$ cat src/rtl/snn_frame_sequencer_if.sv
// rtl/snn_frame_sequencer_if.sv - byte stream from the frame sequencer to the UART transmitter
interface snn_frame_sequencer_if;
    logic [7:0] tx_data;
    logic       tx_valid;
    logic       tx_ready;

    modport master (output tx_data, output tx_valid, input tx_ready);
    modport slave  (input tx_data, input tx_valid, output tx_ready);
endinterface

$ cat src/rtl/snn_frame_sequencer.sv
// rtl/snn_frame_sequencer.sv - per-frame timestep ticks, spike-count snapshot and result streaming
// Optional argmax result scan: SNN_FRAME_ARGMAX_EN
module snn_frame_sequencer #(
    parameter int         NUM_CH   = 10,
    parameter int         CNT_W    = 8,
    parameter int         TIME_W   = 16,
    parameter logic [7:0] HDR_BYTE = 8'hA5
) (
    input  logic                    i_snn_clk,
    input  logic                    i_rst,
    input  logic                    i_start,
    input  logic                    i_abort,
    input  logic [TIME_W-1:0]       i_process_time,
    input  logic [TIME_W-1:0]       i_all_time,
    input  logic [TIME_W-1:0]       i_tick_period,
    input  logic                    i_ext_tick,
    input  logic [NUM_CH*CNT_W-1:0] i_counters_flat,
    input  logic [7:0]              i_result_num,
    snn_frame_sequencer_if.master   tx,
    output logic                    o_timestep_tick,
    output logic                    o_leak_phase,
    output logic                    o_busy,
    output logic                    o_frame_done,
    output logic [7:0]              o_winner
);
    localparam int STEP_W = TIME_W + 1;
    localparam int IDX_W  = $clog2(NUM_CH + 2);
    localparam logic [IDX_W-1:0] LAST_IDX = IDX_W'(NUM_CH + 1);
    localparam logic [IDX_W-1:0] RES_IDX  = IDX_W'(NUM_CH);

    typedef enum logic [1:0] {S_IDLE, S_RUN, S_LEAK, S_DRAIN} state_t;

    state_t            r_state;
    state_t            w_next;
    logic [STEP_W-1:0] r_p;
    logic [STEP_W-1:0] r_a_plus1;
    logic [TIME_W-1:0] r_period_m1;
    logic [TIME_W-1:0] r_div;
    logic [STEP_W-1:0] r_step;
    logic [7:0]        r_snap [NUM_CH];
    logic [IDX_W-1:0]  r_idx;
    logic              r_load;
    logic              r_tx_valid;
    logic [7:0]        r_tx_data;
    logic              r_tick;
    logic              r_leak;
    logic              r_busy;
    logic              r_done;
    logic [7:0]        r_winner;

    logic              w_tick_req;
    logic              w_snapshot;
    logic              w_done;
    logic              w_send_done;
    logic [STEP_W-1:0] w_step_inc;
    logic [TIME_W-1:0] w_p_eff;
    logic [TIME_W-1:0] w_a_eff;
    logic [7:0]        w_snap_sel;
    logic [7:0]        w_result;

    function automatic logic [7:0] sat8(input logic [CNT_W-1:0] v);
        logic [CNT_W+7:0] e;
        e = {8'b0, v};
        return (e[CNT_W+7:8] != '0) ? 8'hFF : e[7:0];
    endfunction

    always_ff @(posedge i_snn_clk or posedge i_rst) begin
        if (i_rst) r_state <= S_IDLE;
        else       r_state <= w_next;
    end

    always_comb begin
        w_next      = r_state;
        w_snapshot  = 1'b0;
        w_done      = 1'b0;
        w_tick_req  = 1'b0;
        w_step_inc  = r_step + STEP_W'(1);
        w_p_eff     = (i_process_time == '0) ? TIME_W'(1) : i_process_time;
        w_a_eff     = (i_all_time < w_p_eff) ? w_p_eff : i_all_time;
        // A byte still being presented only counts as done if it transfers this cycle
        w_send_done = !r_load && (!r_tx_valid || (tx.tx_ready && r_idx == LAST_IDX));
        if (r_state == S_RUN || r_state == S_LEAK)
            w_tick_req = (r_div == '0) || (r_state == S_RUN && i_ext_tick);
        if (i_abort) begin
            w_next = S_IDLE;
        end else begin
            case (r_state)
                S_IDLE:  if (i_start) w_next = S_RUN;
                S_RUN:   if (w_tick_req && w_step_inc == r_p) begin
                             w_next     = S_LEAK;
                             w_snapshot = 1'b1;
                         end
                S_LEAK:  if (w_tick_req && w_step_inc == r_a_plus1) w_next = S_DRAIN;
                S_DRAIN: if (w_send_done) begin
                             w_next = S_IDLE;
                             w_done = 1'b1;
                         end
                default: w_next = S_IDLE;
            endcase
        end
    end

    always_comb begin
        w_snap_sel = '0;
        for (int i = 0; i < NUM_CH; i++)
            if (r_idx == IDX_W'(i)) w_snap_sel = r_snap[i];
    end

    always_ff @(posedge i_snn_clk or posedge i_rst) begin
        if (i_rst) begin
            r_p         <= '0;
            r_a_plus1   <= '0;
            r_period_m1 <= '0;
            r_div       <= '0;
            r_step      <= '0;
            for (int i = 0; i < NUM_CH; i++) r_snap[i] <= '0;
            r_idx       <= '0;
            r_load      <= 1'b0;
            r_tx_valid  <= 1'b0;
            r_tx_data   <= '0;
            r_tick      <= 1'b0;
            r_leak      <= 1'b0;
            r_busy      <= 1'b0;
            r_done      <= 1'b0;
            r_winner    <= '0;
        end else begin
            r_tick <= w_tick_req && !i_abort;
            r_leak <= (w_next == S_LEAK) || (w_next == S_DRAIN);
            r_busy <= (w_next != S_IDLE);
            r_done <= w_done;

            if (r_state == S_IDLE) begin
                if (w_next == S_RUN) begin
                    r_p         <= {1'b0, w_p_eff};
                    r_a_plus1   <= {1'b0, w_a_eff} + STEP_W'(1);
                    r_period_m1 <= (i_tick_period == '0) ? '0 : i_tick_period - TIME_W'(1);
                    r_div       <= '0;
                    r_step      <= '0;
                end
            end else if (r_state == S_RUN || r_state == S_LEAK) begin
                // Any tick (free-running or ext) restarts the period count
                if (w_tick_req) begin
                    r_step <= w_step_inc;
                    r_div  <= (r_period_m1 == '0) ? '0 : TIME_W'(1);
                end else begin
                    r_div  <= (r_div == r_period_m1) ? '0 : r_div + TIME_W'(1);
                end
            end

            if (i_abort) begin
                r_load     <= 1'b0;
                r_tx_valid <= 1'b0;
            end else if (w_snapshot) begin
                for (int i = 0; i < NUM_CH; i++)
                    r_snap[i] <= sat8(i_counters_flat[i*CNT_W +: CNT_W]);
                r_idx  <= '0;
                r_load <= 1'b1;
            end else if (r_load) begin
                r_load     <= 1'b0;
                r_tx_valid <= 1'b1;
                r_tx_data  <= HDR_BYTE;
            end else if (r_tx_valid && tx.tx_ready) begin
                if (r_idx == LAST_IDX) begin
                    r_tx_valid <= 1'b0;
                end else begin
                    r_idx <= r_idx + IDX_W'(1);
                    if (r_idx == RES_IDX) begin
                        r_tx_data <= w_result;
                        r_winner  <= w_result;
                    end else begin
                        r_tx_data <= w_snap_sel;
                    end
                end
            end
        end
    end

`ifdef SNN_FRAME_ARGMAX_EN
    localparam int SCAN_W = $clog2(NUM_CH);
    localparam logic [SCAN_W-1:0] SCAN_LAST = SCAN_W'(NUM_CH - 1);

    logic              r_scan_on;
    logic [SCAN_W-1:0] r_scan_idx;
    logic [7:0]        r_best_val;
    logic [7:0]        r_best_idx;
    logic [7:0]        w_scan_val;

    always_comb begin
        w_scan_val = '0;
        for (int i = 0; i < NUM_CH; i++)
            if (r_scan_idx == SCAN_W'(i)) w_scan_val = r_snap[i];
    end

    // Strict compare keeps the lowest index on ties; an all-zero bank leaves 8'hFF
    always_ff @(posedge i_snn_clk or posedge i_rst) begin
        if (i_rst) begin
            r_scan_on  <= 1'b0;
            r_scan_idx <= '0;
            r_best_val <= '0;
            r_best_idx <= '0;
        end else if (i_abort) begin
            r_scan_on  <= 1'b0;
        end else if (w_snapshot) begin
            r_scan_on  <= 1'b1;
            r_scan_idx <= '0;
            r_best_val <= '0;
            r_best_idx <= 8'hFF;
        end else if (r_scan_on) begin
            if (w_scan_val > r_best_val) begin
                r_best_val <= w_scan_val;
                r_best_idx <= 8'(r_scan_idx);
            end
            if (r_scan_idx == SCAN_LAST) r_scan_on  <= 1'b0;
            else                         r_scan_idx <= r_scan_idx + SCAN_W'(1);
        end
    end

    assign w_result = r_best_idx;
`else
    logic [7:0] r_result;

    always_ff @(posedge i_snn_clk or posedge i_rst) begin
        if (i_rst)           r_result <= '0;
        else if (w_snapshot) r_result <= i_result_num;
    end

    assign w_result = r_result;
`endif

    assign tx.tx_data      = r_tx_data;
    assign tx.tx_valid     = r_tx_valid;
    assign o_timestep_tick = r_tick;
    assign o_leak_phase    = r_leak;
    assign o_busy          = r_busy;
    assign o_frame_done    = r_done;
    assign o_winner        = r_winner;
endmodule

$ cat src/flat_wrapper.sv
// flat-port wrapper written by rule: the top's interface ports become plain ports
module snn_frame_sequencer_flat 
#(
    parameter int         NUM_CH   = 10,
    parameter int         CNT_W    = 8,
    parameter int         TIME_W   = 16,
    parameter logic [7:0] HDR_BYTE = 8'hA5
)
  (i_snn_clk, i_rst, i_start, i_abort, i_process_time, i_all_time, i_tick_period, i_ext_tick, i_counters_flat, i_result_num, o_timestep_tick, o_leak_phase, o_busy, o_frame_done, o_winner, tx_tx_data, tx_tx_valid, tx_tx_ready);
  snn_frame_sequencer_if tx_i ();
  input  logic i_snn_clk;
  input  logic i_rst;
  input  logic i_start;
  input  logic i_abort;
  input  logic [TIME_W-1:0] i_process_time;
  input  logic [TIME_W-1:0] i_all_time;
  input  logic [TIME_W-1:0] i_tick_period;
  input  logic i_ext_tick;
  input  logic [NUM_CH*CNT_W-1:0] i_counters_flat;
  input  logic [7:0] i_result_num;
  output logic o_timestep_tick;
  output logic o_leak_phase;
  output logic o_busy;
  output logic o_frame_done;
  output logic [7:0] o_winner;
  output wire logic [$bits(tx_i.tx_data)-1:0] tx_tx_data;
  output wire logic [$bits(tx_i.tx_valid)-1:0] tx_tx_valid;
  input wire logic [$bits(tx_i.tx_ready)-1:0] tx_tx_ready;
  assign tx_tx_data = tx_i.tx_data;
  assign tx_tx_valid = tx_i.tx_valid;
  assign tx_i.tx_ready = tx_tx_ready;
  snn_frame_sequencer #(.NUM_CH(NUM_CH), .CNT_W(CNT_W), .TIME_W(TIME_W), .HDR_BYTE(HDR_BYTE)) u_core (.i_snn_clk(i_snn_clk), .i_rst(i_rst), .i_start(i_start), .i_abort(i_abort), .i_process_time(i_process_time), .i_all_time(i_all_time), .i_tick_period(i_tick_period), .i_ext_tick(i_ext_tick), .i_counters_flat(i_counters_flat), .i_result_num(i_result_num), .tx(tx_i), .o_timestep_tick(o_timestep_tick), .o_leak_phase(o_leak_phase), .o_busy(o_busy), .o_frame_done(o_frame_done), .o_winner(o_winner));
endmodule
$ cat config.mk
export PLATFORM = sky130hd
export DESIGN_NAME = snn_frame_sequencer_flat
export DESIGN_NICKNAME = d
export VERILOG_FILES = /design/src/rtl/snn_frame_sequencer_if.sv /design/src/rtl/snn_frame_sequencer.sv /design/src/flat_wrapper.sv
export SDC_FILE = /design/constraint.sdc
export NUM_CORES = 1
export LEC_CHECK = 0
export CAP_MARGIN = 40
export CELL_PAD_IN_SITES_DETAIL_PLACEMENT = 2
export CELL_PAD_IN_SITES_GLOBAL_PLACEMENT = 2
export CORE_ASPECT_RATIO = 0.75
export CORE_MARGIN = 2
export CORE_UTILIZATION = 44
export DETAILED_ROUTE_END_ITERATION = 10
export DONT_BUFFER_PORTS = 1
export GPL_ROUTABILITY_DRIVEN = 0
export PLACE_DENSITY_LB_ADDON = 0.1
export SLEW_MARGIN = 10
export SYNTH_ARGS = -nofsm -noshare
export SYNTH_HDL_FRONTEND = slang
export SYNTH_SLANG_ARGS = --single-unit
$ cat constraint.sdc
create_clock -name i_snn_clk -period 9.55 [get_ports i_snn_clk]
set_input_delay 1.4325 -clock i_snn_clk [delete_from_list [all_inputs] [get_ports i_snn_clk]]
set_output_delay 1.4325 -clock i_snn_clk [all_outputs]
set_load 0.02 [all_outputs]
# Word level (Yosys, flattened, before mapping)
# Index checks and enable logic that the tools add are counted.
# totals
reg_bits,198
input_bits,142
word_cells,147
output_inout_bits,21
# op_classes
order_cmp,1
add_sub_neg,5
eq_ne,25
muxes,51
n_reduce_logical,35
n_bitwise,4
# ops
operator,count
two-way mux 16 bit,8
two-way mux 8 bit,14
two-way mux 17 bit,4
zero test 16 bit,4
"adder 16 x 1 -> 17 bit, second input constant",1
"adder 17 x 1 -> 17 bit, second input constant",1
== test 17 x 16 -> 1 bit,1
== test 17 bit,1
"adder 16 x 1 -> 16 bit, second input constant",1
== test 16 bit,1
"== test 4 x 3 -> 1 bit, second input constant",4
"== test 4 bit, second input constant",4
< comparator 16 bit,1
two-way mux 4 bit,4
"subtractor 16 x 1 -> 16 bit, second input constant",1
two-way mux 1 bit,15
two-way mux 2 bit,5
nonzero test 2 bit,5
"== test 2 bit, second input constant",4
"== test 4 x 2 -> 1 bit, second input constant",2
case mux 2 bit (4 select lines),1
AND reduction 4 bit,2
logical AND 1 bit,7
"!= test 2 bit, second input constant",3
13 further kinds,27

# Depth between registers and ports, before layout
# logic_depth
word_depth,15
ltp_mapped,18
depth_no_buf,16

# Worst setup path before layout
# OpenSTA, ideal clock, no wires.
# synth_path
kind,input -> register
from,input port i_process_time[14]
to,register u_core.r_a_plus1[14]
slack_ps,4947
required_time_ps,9416
setup_time_ps,134
path_buffers,2
arrival_ps,4469
cell_stages,18
cell_sequence,inv_1 > ha_1 > nand4_1 > nor4_1 > o21ai_0 > o211ai_1 > clkbuf_1 > clkbuf_1 > nand2_1 > o21ai_0 > ha_1 > and3_1 > nand2_1 > nor2_1 > nand3_1 > o21ai_0 > xor2_1 > o21ai_0
# synth_via
elab_chain_len,5
# synth_rtl
item,line_no,rtl
start: declaration,flat_wrapper.sv:15,input logic [TIME_W-1:0] i_process_time;
zero test 16 bit,snn_frame_sequencer.sv:78,w_p_eff = (i_process_time == '0) ? TIME_W'(1) : i_process_time;
two-way mux 16 bit *,snn_frame_sequencer.sv:78,
< comparator 16 bit,snn_frame_sequencer.sv:79,w_a_eff = (i_all_time < w_p_eff) ? w_p_eff : i_all_time;
two-way mux 16 bit *,snn_frame_sequencer.sv:79,
adder 16 x 1 -> 17 bit *,snn_frame_sequencer.sv:135,"r_a_plus1 <= {1'b0, w_a_eff} + STEP_W'(1);"
end signal: assignment,snn_frame_sequencer.sv:135,
end: declaration,snn_frame_sequencer.sv:36,logic [STEP_W-1:0] r_a_plus1;
# Every way passes the cells marked *; elsewhere a longest branch is shown, timed or not.
# A chain may end at the register's enable or synchronous reset.

# Worst setup path in the final report
# layout_path
from,register u_core.r_step[3]
to,register u_core.r_snap[54] (netlist bit)
# layout_via
elab_chain_len,7
# layout_rtl
item,line_no,rtl
start: declaration,snn_frame_sequencer.sv:39,logic [STEP_W-1:0] r_step;
start signal: assignment,snn_frame_sequencer.sv:143,r_step <= w_step_inc;
adder 17 x 1 -> 17 bit,snn_frame_sequencer.sv:77,w_step_inc = r_step + STEP_W'(1);
== test 17 x 16 -> 1 bit,snn_frame_sequencer.sv:89,S_RUN: if (w_tick_req && w_step_inc == r_p) begin
logical AND 1 bit,snn_frame_sequencer.sv:89,
two-way mux 1 bit,snn_frame_sequencer.sv:89,
two-way mux 1 bit,snn_frame_sequencer.sv:87,case (r_state)
two-way mux 1 bit,snn_frame_sequencer.sv:84,if (i_abort) begin
AND reduction 2 bit (no source line),n/a,
end signal: indexed assignment,snn_frame_sequencer.sv:155,r_snap[i] <= sat8(i_counters_flat[i*CNT_W +: CNT_W]);
end: declaration,snn_frame_sequencer.sv:40,logic [7:0] r_snap [NUM_CH];
# Every way passes these cells.

==> impl_metrics.py <==
metrics = {
    "grt": {
        "grt_max_degree": 93,
        "gr-total-overflow": 0,
        "antenna_found_initial": 4,
        "grt_use_total_pct": 27.02,
        "grt_pass1_vias": 9832,
        "grt_pass1_wl_um": 57210,
    },
    "floorplanning": {
        "die_area_mm2": 0.02748,
        "die_y_um": 144.1,
        "start_util_pct": 44.53,
        "die_x_um": 190.7,
        "num_rows": 51,
        "core_mm2": 0.02584,
        "num_io_pins": 163,
    },
    "route": {
        "wl_per_cell_um": 24.25,
        "firstDrtPassIters": 5,
        "drt_wl_total_um": 36370,
        "vias_per_cell": 6.099,
        "ant_nets": 0,
        "vias": 9148,
        "route.detailed.drc": 0,
        "first_iter_violations": 552,
    },
    "synthesis": {
        "synth_xor_area_share_pct": 7.393,
        "synth_cell_type_count": 79,
        "muxShareOfSynthArea_pct": 10.00,
        "postSynthAreaPerCell_um2": 9.853,
        "ys_async_sr_fraction_pct": 100.0,
        "synth_simple_gate_area_share_pct": 16.29,
        "synth_edf_count": 0,
        "synth-compound-area-share_pct": 15.96,
        "ys_seq_area_share_pct": 43.05,
        "syn-num-nets": 1339,
        "synthFlopType": "dfrtp_1",
        "synth_top_family_by_area": "simple AND/OR/NAND/NOR gates",
        "yosys_warnings": 0,
        "ys_ff_latch": 198,
        "synth_adder_area_share_pct": 3.153,
        "syn_area_mm2": 0.01151,
        "syn-instance-count": 1168,
    },
    "final_layout": {
        "seqCellArea_mm2": 0.004955,
        "drive_gt1_share_pct": 8.586,
        "fin_nets": 1311,
        "multi_input_area_mm2": 0.006083,
        "n_fill_cell": 2680,
        "utilization_pct": 48.00,
        "finalNonFillerCells": 1500,
        "design_area_mm2": 0.01241,
        "area_delta_synth_final_pct": 7.795,
    },
    "power_and_ir_drop": {
        "power.internal_mw": 1.605,
        "pwr-share-comb_pct": 28.1,
        "sw_frac_of_total_pct": 37.74,
        "p_clk_share_pct": 29.1,
        "peakVddDrop_mv": 0.1375,
        "power_switching_uw": 973.1,
        "p_leak_nw": 5.473,
        "totalPowerFinal_mw": 2.578,
        "pwr-share-seq_pct": 42.7,
        "power_density_mw_per_mm2": 207.8,
    },
    "clocking": {
        "cts_hold_buf": 0,
        "clock_latency_ps": 450,
        "cts_tree": "yes",
        "postCtsSetupRepairBufs": 0,
        "root_buffer": "clkbuf_16",
        "cts.clk_slew.worst_paths_ps": 80,
        "clock_sinks": 198,
        "htreeDepth": 4,
        "clockBufferDepth": 2,
        "numCtsBuffers": 17,
        "cts_resized": 0,
    },
    "worst_setup_path": {
        "crit_type": "reg -> reg",
        "worstSetupStartpointType": "register",
        "critPathCaptureType": "register",
        "arrival_ps": 5250,
        "worstPathRequired_ps": 9870,
        "critPathMaxFanout": 49,
    },
    "placed_design": {
        "port_buffers": 0,
        "hpwl_um": 26830,
        "place_area_mm2": 0.01180,
        "detailedPlace.worstSlack_ps": 4632,
        "dp_cells": 1465,
    },
    "timing": {
        "hold_viol_final": 0,
        "hold_ws_ps": 494.4,
        "skew_ps": 11.71,
        "period_needed_ps": 4924,
        "fin_ws_ps": 4626,
        "period_share_pct": 51.56,
        "setup_violations": 0,
        "setup_tns_ps": 0,
        "worstMarginPinSlew_ps": 848.5,
        "slew_viol_final": 0,
        "rsz0062_at_grt": "no",
        "max_freq_ghz": 0.2031,
        "slew_headroom_pct": 43.43,
    },
    "job": {
        "cap_viol_max_count": 0,
    },
    "status": {
        "status": "completed",
    },
    "hold_path": {
        "hold_class": "reg -> reg",
    },
}
cell usage after synthesis, types with 15 or more instances:
| master | number | share of area (%) |
|---|---|---|
| clkbuf_1 | 37 | 1.2 |
| nor4_1 | 27 | 1.5 |
| dfrtp_1 | 198 | 43 |
| a31oi_1 | 15 | 0.82 |
| xor2_1 | 26 | 2.0 |
| a21oi_1 | 34 | 1.5 |
| o21ai_0 | 100 | 4.3 |
| inv_1 | 38 | 1.2 |
| mux2_2 | 32 | 3.1 |
| nand3_1 | 22 | 0.96 |
| nor2_1 | 58 | 1.9 |
| nand4_1 | 22 | 1.2 |
| o31ai_1 | 24 | 1.6 |
| xnor2_1 | 66 | 5.0 |
| ha_1 | 29 | 3.2 |
| and3_1 | 21 | 1.1 |
| mux2_1 | 64 | 6.3 |
| nand2_1 | 132 | 4.3 |
placed cells by master, fill, tap and decap left out, types with 15 or more instances in the layout:
cell type    n
a31oi_1     15
xor2_1      26
nand4_1     22
nand2_1    132
nor2_1      58
dfrtp_1    198
mux2_2      32
clkbuf_16   17
o31ai_1     24
inv_1       37
mux2_1      64
xnor2_1     66
nor4_1      26
o21ai_0    100
ha_1        29
a21oi_1     34
and3_1      21
nand3_1     22
final cells by class:
cell class                 instances  area share, %
clock buffer                      18          3.540
antenna                            3        0.06051
timing repair buffer              18          1.412
sequential                       198          39.94
multi-input combinational        866          49.04
clock inverter                    14          1.301
tap                              344          3.470
inverter                          39          1.241
path summary, 6_finish.rpt:
| check | startpoint | slack, ps | cells after the start | endpoint |
|---|---|---|---|---|
| worst min register to register | u_core.r_snap[63]$_DFFE_PP0P_ | 490 | 1 | u_core.r_snap[63]$_DFFE_PP0P_ |
| min in group asynchronous | i_rst | 800 | 1 | u_core.r_snap[53]$_DFFE_PP0P_ |
| worst min-delay path | u_core.r_snap[63]$_DFFE_PP0P_ | 490 | 1 | u_core.r_snap[63]$_DFFE_PP0P_ |
| max in group asynchronous | i_rst | 7310 | 4 | u_core.r_snap[49]$_DFFE_PP0P_ |
| worst max register to register | u_core.r_step[3]$_DFFE_PP0P_ | 4630 | 9 | u_core.r_snap[54]$_DFFE_PP0P_ |
| worst max-delay path | u_core.r_step[3]$_DFFE_PP0P_ | 4630 | 9 | u_core.r_snap[54]$_DFFE_PP0P_ |
worst max-delay path: stages, from the launching register on:
cell	delay (ps)
dfrtp_1	620
nand3_2	450
nor4_1	800
xnor3_1	310
o2111ai_1	170
or4b_4	610
nor4_4	220
buf_4	540
buf_4	630
mux2_2	410
sequential cells by signal (all words and copies together) (netlist names), 4 cells and up:
register and flops:
u_core.tx.tx_data 8, u_core.r_p 16, u_core.r_period_m1 16, u_core.r_a_plus1 17, u_core.o_winner 8, u_core.r_div 16
u_core.r_idx 4, u_core.r_snap 80, u_core.r_result 8, u_core.r_step 17
metal layers:
layer  up-vias  track usage [%]  routed length (µm)
met5         -                0                  11
met4         2            3.876                 133
met3        12            5.654                1938
met2       185            43.12               17020
met1      4742            38.59               17270
li1       4207                -                   -
power groups by stage:
stage / logic [mW] / clock network, mW / registers [mW]
detailed placement: 0.719 / 0 / 1.12
global route: 0.822 / 0.798 / 1.12
CTS: 0.728 / 0.770 / 1.10
floorplan: 0.522 / 0 / 1.06
global placement: 0.684 / 0 / 1.12
finish: 0.726 / 0.751 / 1.10
cells by family after synthesis:
| kind of cell | after synthesis |
|---|---|
| AND/OR/NAND/NOR | 360 |
| AO/OA/AOI/OAI | 280 |
| flip-flops | 198 |
| buffers and inverters | 104 |
| multiplexers | 103 |
| XOR/XNOR | 94 |
| adder cells (fa/ha/maj) | 29 |
Power figures use the tool's default switching activity.
